File: src/rtl/branch_cond_if.sv
// Decode-side request and PC-update-side result channels of the branch condition unit.
interface branch_cond_if #(
    parameter int unsigned WIDTH  = 20,
    parameter int unsigned ADDR_W = 20,
    parameter int unsigned OFF_W  = 9
);
    logic              in_valid;
    logic              in_ready;
    logic [1:0]        in_op;
    logic              in_signed;
    logic [2:0]        in_nzp;
    logic [WIDTH-1:0]  in_a;
    logic [WIDTH-1:0]  in_b;
    logic [ADDR_W-1:0] in_pc;
    logic [OFF_W-1:0]  in_offset;

    logic              out_valid;
    logic              out_ready;
    logic              out_taken;
    logic [ADDR_W-1:0] out_target;
    logic [2:0]        out_flags;

    // Producer of ops and consumer of results.
    modport master (
        output in_valid, in_op, in_signed, in_nzp, in_a, in_b, in_pc, in_offset, out_ready,
        input  in_ready, out_valid, out_taken, out_target, out_flags
    );

    // The branch condition unit itself.
    modport slave (
        input  in_valid, in_op, in_signed, in_nzp, in_a, in_b, in_pc, in_offset, out_ready,
        output in_ready, out_valid, out_taken, out_target, out_flags
    );
endinterface

File: src/rtl/branch_cond_unit.sv
// Two-stage elastic NZP branch condition unit with persistent condition code
// and a saturating count of delivered taken branches.
module branch_cond_unit #(
    parameter int unsigned WIDTH  = 20,
    parameter int unsigned ADDR_W = 20,
    parameter int unsigned OFF_W  = 9,
    parameter int unsigned CNT_W  = 16
) (
    input  logic             clk,
    input  logic             rst,
    input  logic             flush,
    branch_cond_if.slave     bus,
    output logic [2:0]       cc,
    output logic [CNT_W-1:0] taken_cnt
);
    localparam logic [1:0]       OP_CMP_BR = 2'b00;
    localparam logic [1:0]       OP_SETCC  = 2'b01;
    localparam logic [1:0]       OP_BRCC   = 2'b10;
    localparam logic [2:0]       CC_RESET  = 3'b010;
    localparam logic [CNT_W-1:0] CNT_MAX   = '1;

    // Stage A: captured operands.
    logic              a_valid;
    logic [1:0]        a_op;
    logic              a_signed;
    logic [2:0]        a_nzp;
    logic [WIDTH-1:0]  a_a;
    logic [WIDTH-1:0]  a_b;
    logic [ADDR_W-1:0] a_pc;
    logic [OFF_W-1:0]  a_offset;

    // Stage B: registered result presented on the output channel.
    logic              b_valid;
    logic              b_taken;
    logic [ADDR_W-1:0] b_target;
    logic [2:0]        b_flags;

    logic adv_b;
    logic adv_a;
    logic accept;
    logic out_fire;

    logic              cmp_lt;
    logic              cmp_eq;
    logic [2:0]        cmp_flags;
    logic [2:0]        dec_flags;
    logic              dec_taken;
    logic [ADDR_W-1:0] dec_target;

    // Elastic handshake: B drains when empty or consumed, A moves when B can take it.
    assign adv_b        = !b_valid || bus.out_ready;
    assign adv_a        = a_valid && adv_b;
    assign bus.in_ready = !flush && (!a_valid || adv_b);
    assign accept       = bus.in_valid && bus.in_ready;
    assign out_fire     = b_valid && bus.out_ready;

    assign bus.out_valid  = b_valid;
    assign bus.out_taken  = b_taken;
    assign bus.out_target = b_target;
    assign bus.out_flags  = b_flags;

    // Compare, select flag source by op, and test against the NZP mask.
    always_comb begin
        cmp_lt     = a_signed ? ($signed(a_a) < $signed(a_b)) : (a_a < a_b);
        cmp_eq     = (a_a == a_b);
        cmp_flags  = {cmp_lt, cmp_eq, !cmp_lt && !cmp_eq};
        dec_flags  = 3'b000;
        dec_taken  = 1'b0;
        dec_target = a_pc + ADDR_W'($signed(a_offset));
        case (a_op)
            OP_CMP_BR: begin
                dec_flags = cmp_flags;
                dec_taken = |(cmp_flags & a_nzp);
            end
            OP_SETCC: begin
                dec_flags = cmp_flags;
            end
            OP_BRCC: begin
                // BRCC reads cc as it leaves A, so an immediately preceding SETCC is visible.
                dec_flags = cc;
                dec_taken = |(cc & a_nzp);
            end
            default: begin
                dec_flags = 3'b000;
            end
        endcase
    end

    // Pipeline registers, condition code and taken counter.
    always_ff @(posedge clk) begin
        if (rst) begin
            a_valid   <= 1'b0;
            b_valid   <= 1'b0;
            b_taken   <= 1'b0;
            b_target  <= '0;
            b_flags   <= 3'b000;
            cc        <= CC_RESET;
            taken_cnt <= '0;
        end else begin
            if (out_fire && b_taken && (taken_cnt != CNT_MAX)) begin
                taken_cnt <= taken_cnt + CNT_W'(1);
            end
            if (flush) begin
                // Kill everything in flight; a SETCC leaving A now must not touch cc.
                a_valid <= 1'b0;
                b_valid <= 1'b0;
            end else begin
                if (adv_b) begin
                    b_valid <= a_valid;
                end
                if (adv_a) begin
                    b_taken  <= dec_taken;
                    b_target <= dec_target;
                    b_flags  <= dec_flags;
                    if (a_op == OP_SETCC) begin
                        cc <= dec_flags;
                    end
                end
                if (bus.in_ready) begin
                    a_valid <= bus.in_valid;
                end
                if (accept) begin
                    a_op     <= bus.in_op;
                    a_signed <= bus.in_signed;
                    a_nzp    <= bus.in_nzp;
                    a_a      <= bus.in_a;
                    a_b      <= bus.in_b;
                    a_pc     <= bus.in_pc;
                    a_offset <= bus.in_offset;
                end
            end
        end
    end
endmodule

File: src/flat_wrapper.sv
// flat-port wrapper written by rule: the top's interface ports become plain ports
module branch_cond_unit_flat 
#(
    parameter int unsigned WIDTH  = 20,
    parameter int unsigned ADDR_W = 20,
    parameter int unsigned OFF_W  = 9,
    parameter int unsigned CNT_W  = 16
)
  (clk, rst, flush, cc, taken_cnt, bus_in_valid, bus_in_op, bus_in_signed, bus_in_nzp, bus_in_a, bus_in_b, bus_in_pc, bus_in_offset, bus_out_ready, bus_in_ready, bus_out_valid, bus_out_taken, bus_out_target, bus_out_flags);
  branch_cond_if #(.WIDTH(WIDTH), .ADDR_W(ADDR_W), .OFF_W(OFF_W)) bus_i ();
  input  logic clk;
  input  logic rst;
  input  logic flush;
  output logic [2:0] cc;
  output logic [CNT_W-1:0] taken_cnt;
  input wire logic [$bits(bus_i.in_valid)-1:0] bus_in_valid;
  input wire logic [$bits(bus_i.in_op)-1:0] bus_in_op;
  input wire logic [$bits(bus_i.in_signed)-1:0] bus_in_signed;
  input wire logic [$bits(bus_i.in_nzp)-1:0] bus_in_nzp;
  input wire logic [$bits(bus_i.in_a)-1:0] bus_in_a;
  input wire logic [$bits(bus_i.in_b)-1:0] bus_in_b;
  input wire logic [$bits(bus_i.in_pc)-1:0] bus_in_pc;
  input wire logic [$bits(bus_i.in_offset)-1:0] bus_in_offset;
  input wire logic [$bits(bus_i.out_ready)-1:0] bus_out_ready;
  output wire logic [$bits(bus_i.in_ready)-1:0] bus_in_ready;
  output wire logic [$bits(bus_i.out_valid)-1:0] bus_out_valid;
  output wire logic [$bits(bus_i.out_taken)-1:0] bus_out_taken;
  output wire logic [$bits(bus_i.out_target)-1:0] bus_out_target;
  output wire logic [$bits(bus_i.out_flags)-1:0] bus_out_flags;
  assign bus_i.in_valid = bus_in_valid;
  assign bus_i.in_op = bus_in_op;
  assign bus_i.in_signed = bus_in_signed;
  assign bus_i.in_nzp = bus_in_nzp;
  assign bus_i.in_a = bus_in_a;
  assign bus_i.in_b = bus_in_b;
  assign bus_i.in_pc = bus_in_pc;
  assign bus_i.in_offset = bus_in_offset;
  assign bus_i.out_ready = bus_out_ready;
  assign bus_in_ready = bus_i.in_ready;
  assign bus_out_valid = bus_i.out_valid;
  assign bus_out_taken = bus_i.out_taken;
  assign bus_out_target = bus_i.out_target;
  assign bus_out_flags = bus_i.out_flags;
  branch_cond_unit #(.WIDTH(WIDTH), .ADDR_W(ADDR_W), .OFF_W(OFF_W), .CNT_W(CNT_W)) u_core (.clk(clk), .rst(rst), .flush(flush), .bus(bus_i), .cc(cc), .taken_cnt(taken_cnt));
endmodule
File: config.mk
export PLATFORM = sky130hd
export DESIGN_NAME = branch_cond_unit_flat
export DESIGN_NICKNAME = d
export VERILOG_FILES = /design/src/rtl/branch_cond_if.sv /design/src/rtl/branch_cond_unit.sv /design/src/flat_wrapper.sv
export SDC_FILE = /design/constraint.sdc
export NUM_CORES = 1
export LEC_CHECK = 0
export BUFFER_PORTS_ARGS = -buffer_cell sky130_fd_sc_hd__clkbuf_2
export CAP_MARGIN = 20
export CORE_ASPECT_RATIO = 1.4
export CORE_MARGIN = 4
export CORE_UTILIZATION = 35
export CTS_CLUSTER_DIAMETER = 200
export DETAILED_ROUTE_END_ITERATION = 6
export PLACE_DENSITY = 0.62
export SLEW_MARGIN = 0
export SYNTH_ARGS = -nofsm -noshare
export SYNTH_HDL_FRONTEND = slang
export SYNTH_SLANG_ARGS = --single-unit
File: constraint.sdc
create_clock -name clk -period 10.3 [get_ports clk]
set_input_delay 3.09 -clock clk [delete_from_list [all_inputs] [get_ports clk]]
set_output_delay 3.09 -clock clk [all_outputs]
set_load 0.005 [all_outputs]
# After elaboration in Yosys (flattened, before gate mapping)
# Index checks and enable logic that the tools add are counted.
# Widths: inputs -> output; s select.
word_totals:
  regBits: 120
  out_inout_bits: 45
classes:
  addsub: 2
  eq_ne: 4
  order_cmp: 2
  n_reduce_logical: 22
  mux: 3
  n_bitwise: 4
ops:
  columns: ["operator", "n"]
  rows:
  - ["$lt 20x20->1", 2]
  - ["$add 20x20->20", 1]
  - ["$eq 20x20->1", 1]
  - ["$add 16x1->16 const B", 1]
  - ["$ne 16x16->1 const B", 1]
  - ["$logic_and 1x1->1", 7]
  - ["$and 3x3->3", 2]
  - ["$pmux 3 s2", 1]
  - ["$reduce_and 3->1", 2]
  - ["$reduce_or 3->1", 2]
  - ["$logic_not 1->1", 5]
  - ["$reduce_or 2->1", 2]
  - ["$eq 2x1->1 const B", 1]
  - ["$eq 2x2->1 const B", 1]
  - ["$logic_not 2->1", 1]
  - ["$logic_or 1x1->1", 2]
  - ["$not 1->1", 2]
  - ["$pmux 1 s2", 1]
  - ["$reduce_and 2->1", 1]
  - ["$mux 1", 1]

# Logic depth before layout (Yosys ltp)
depth:
  word_depth: 7
  mapped_depth: 11
  ltp_nobuf: 11

# Worst setup path before layout
# No wires, ideal clock.
synth_path:
  path_kind: "input-to-reg"
  startpoint: "in rst"
  endpoint: "reg u_core.a_a[0] (enable)"
  t_arrival_ns: 7.098
  stages: 4
  setup_slack_ns: 2.669
  required_ns: 9.767
  path_cell_list: "clkbuf_1 -> nor2_1 -> nand2_1 -> a21oi_1"
synth_via:
  elab_chain_cells: 2
synth_lines:
  columns: ["element", "line", "rtl"]
  rows:
  - ["from (decl)", "flat_wrapper.sv:12", "input logic rst;"]
  - ["$not 1->1 (no source line)", null, null]
  - ["$reduce_and 3->1 (no source line)", null, null]
  - ["to (signal assigned)", "branch_cond_unit.sv:126", "a_a <= bus.in_a;"]
  - ["to (decl)", "branch_cond_unit.sv:27", "logic [WIDTH-1:0] a_a;"]
# No other way between the ends.
# A chain may end at the register's enable or synchronous reset.

# Worst setup path in the final report
layout_path:
  startpoint: "in bus_out_ready"
  endpoint: "out bus_in_ready"
layout_via:
  elab_chain_cells: 3
layout_lines:
  columns: ["element", "line", "rtl"]
  rows:
  - ["from (decl)", "flat_wrapper.sv:24", "input wire logic [$bits(bus_i.out_ready)-1:0] bus_out_ready;"]
  - ["$logic_or 1x1->1", "branch_cond_unit.sv:51", "assign adv_b = !b_valid || bus.out_ready;"]
  - ["$logic_or 1x1->1", "branch_cond_unit.sv:53", "assign bus.in_ready = !flush && (!a_valid || adv_b);"]
  - ["$logic_and 1x1->1", "branch_cond_unit.sv:53", null]
  - ["to (decl)", "flat_wrapper.sv:25", "output wire logic [$bits(bus_i.in_ready)-1:0] bus_in_ready;"]
# No other way between the ends.

==> key figures <==
Route
  – Detailed Route WL: 12000 um
  – Drt pass-1 iters: 4
  – DR iter-0 viols: around 170
  – Post-route antenna net violation count: 0
  – Avg Vias per Cell: between 4 and 5
  – WL/cell: about 15 um
  – DR DRC count: 0
  – Via count: 4059

Logic synthesis
  – Cell with the most instances after synthesis: edfxtp_1
  – EDFF count, synth: 75
  – Dominant synthesized flop cell: edfxtp_1
  – Dominant cells by area after synthesis: edfxtp_1 41%, dfxtp_1 16%, ha_1 9.1%
  – Synth Area in Compound Gates: about an eighth
  – Top cell type's share of synthesized area: roughly two fifths
  – Register bit count reported by yosys: 120
  – Yosys cell types: between 50 and 60
  – Synthesis Warnings: 0
  – Mapped Cells: 480
  – Syn nets: approximately 600
  – Mux contribution to synthesized area: less than 1%
  – Synth async-reset ratio: 0%
  – Seq/Total Area, Yosys: between 50% and 60%
  – Post-Synth Simple-Gate Area: a little over an eighth
  – Cell Area, Synth: between 5000 and 6000 um2
  – Xor/xnor cell area share of the yosys netlist: under 10%
  – Synth Area in Adders: 9.50%
  – List of most frequent post-synthesis cells: 75 x edfxtp_1, 45 x dfxtp_1, 42 x nand2_1, 40 x ha_1, 40 x nor2_1
  – Mapped Avg Cell Area: roughly 11 um2
  – Largest area contributor in the netlist: edfxtp_1
  – Largest family of logic cells by synthesized area: simple AND/OR/NAND/NOR gates

Die
  – Die H: around 160 um
  – Full die area: ~18000 um2
  – I/O pin total: roughly 130
  – Die W: around 110 um
  – Core area: between 15000 and 20000 um2
  – Core Rows: 53
  – Initial Util: 36.1%

Finish
  – N_diodes: 0
  – Layout cells sized above 1: a little over a quarter
  – Fill cell count: 1414
  – Finished layout cell area: between 6000 and 7000 um2
  – P&R area growth vs syn: 26.6%
  – Nets: 738
  – Final design utilization: 45.7%

Power
  – P_leak: 0.00290 uW
  – Power per cell area: 175 nW/um2
  – Sequential power share: approximately 44%
  – Clock power share: around 48%
  – Comb pwr share: 8.0%
  – NetSw: ~320 uW
  – Switch share: about 26%
  – Internal: roughly 900 uW
  – Worst ir drop on vdd: ~0.11 mV

Setup path
  – Worst Path Arrival: between 3000 and 4000 ps
  – Critical register-to-register path startpoint: u_core.a_offset[8]$_DFFE_PP_
  – Critical Path Sink Type: primary output
  – Worst Setup Path Type: input port to primary output
  – Req. time, crit path: just over 7000 ps
  – CP startpoint: bus_out_ready
  – Crit start category: input port
  – Worst-path fanout max: 6

STA
  – Max transition margin: a little under two fifths
  – Worst-case clock skew: approximately 11 ps
  – Post-layout minimum cycle time: ~7000 ps
  – RSZ-0062 raised after global routing: no
  – TNS Setup: 0 ps
  – Fin crit share: 67.7%
  – Hold_ws: between 400 and 500 ps
  – Final Max Tran Viols: 0
  – Fmax: 143 MHz
  – # setup viols final: 0
  – Slew @ Worst Pin: about 940 ps
  – Hold Violations, Final: 0

Clock tree
  – H-tree levels: 4
  – Clk sinks: between 100 and 150
  – Clk_lat worst skew: 410 ps
  – TritonCTS Buffers: 17
  – TritonCTS clock tree: built
  – Reg clk slew, reported paths: around 60 ps
  – Clk root buf: clkbuf_16
  – Hold buffers post-CTS: 0
  – Post-CTS setup buffers: 0
  – Post-CTS sizing: 0
  – Maximum clock insertion buffer count: 2

Place
  – Placed wire-length estimate: 8940 um
  – GPL Wtd Cong: 0.805
  – Dpl cell area: about 6300 um2
  – PortBufs: about 120

GRT
  – GRT overflow: 0
  – Antenna violations before repair: 0
  – All-Layer GR Usage: approximately 14%
  – First-pass GRT wire length: between 15000 and 20000 um
  – Vias in the first global route: approximately 4200
  – Largest net degree at the start of global routing: 76

Job
  – MaxCap Viol Count: 0

Hold path
  – HP Start: u_core.bus.out_target[15]$_SDFFE_PP0P_
  – HP Class: register to register

Run status
  – Status: finished, final reports clean
## registers in the layout, indices dropped and copies added, names as in the netlist
register / cells
u_core.a_offset: 9
u_core.a_pc: 20
u_core.cc: 3
u_core.bus.out_valid: 1
u_core.bus.out_taken: 1
u_core.a_signed: 1
u_core.a_a: 20
u_core.a_b: 20
u_core.a_valid: 1
u_core.bus.out_flags: 3
u_core.bus.out_target: 20
u_core.a_op: 2
u_core.a_nzp: 3
u_core.taken_cnt: 16
## stage by stage
step | setup WS [ps] | std cells | total power, uW
final | 3330 | 822 | 1220
after CTS | 3330 | 822 | 1240
after global placement | 3380 | 790 | 643
after detailed placement | 3350 | 790 | 646
after global routing | 3230 | 822 | 1270
after floorplan | 2670 | 480 | 609
## cell families (layout without fill, tap and decap cells)
kind of cell	after synthesis	after routing
adders and majority gates	41	41
xor gates and xnor gates	26	26
DFF	120	120
buffers and inverters	39	189
AOI/OAI and AO/OA	99	99
and+or+nand+nor	152	152
muxes	3	3
## critical path, stage by stage
cell and delay, ps:
clkbuf_2 90, nor2b_1 430, a21oi_1 140, clkbuf_2 130
## worst paths after layout
path	to	slack (ps)	cells past startpoint
worst min-delay path	u_core.bus.out_target[15]$_SDFFE_PP0P_	450	2
worst max register to register	u_core.bus.out_target[17]$_SDFFE_PP0P_	7390	9
worst min register to register	u_core.bus.out_target[15]$_SDFFE_PP0P_	450	2
worst max-delay path	bus_in_ready	3330	4
## placed cells by master (no fill, tap or decap), types with 6 or more instances in the layout
| cell type | count |
|---|---|
| nor2_1 | 40 |
| inv_1 | 30 |
| a21o_1 | 8 |
| nand3_1 | 22 |
| ha_1 | 40 |
| dfxtp_1 | 45 |
| o211ai_1 | 8 |
| xnor2_1 | 10 |
| clkbuf_2 | 124 |
| xor2_1 | 16 |
| a21oi_1 | 35 |
| inv_8 | 8 |
| nand4_1 | 10 |
| clkbuf_16 | 17 |
| o21ai_0 | 12 |
| nand2_1 | 42 |
| a22o_1 | 6 |
| edfxtp_1 | 75 |
## power by group through the flow
stage / Sequential, uW / Combinational, uW / Clock (uW)
finish: 538 / 97.9 / 582
CTS: 538 / 98.9 / 599
detailed placement: 548 / 98.0 / 0
global placement: 548 / 95.3 / 0
floorplan: 547 / 62.6 / 0
global route: 539 / 112 / 623
## area by class of cell
type | count | area, um2 | share of cell area, %
sequential | 120 | 3150 | 45.5
multi-input combinational | 321 | 2190 | 31.6
timing repair buffer | 127 | 643 | 9.27
clock buffer | 17 | 425 | 6.13
tap | 192 | 240 | 3.46
clock inverter | 15 | 166 | 2.40
inverter | 30 | 113 | 1.62
## per-layer routing
layer	vias up	routed length [um]	track usage (%)
li1	2044	-	-
met1	1863	4890	15.6
met2	130	5980	24.3
met3	22	860	5.39
met4	0	261	5.78
met5	-	0	0
(Power assumes the default switching activity.)
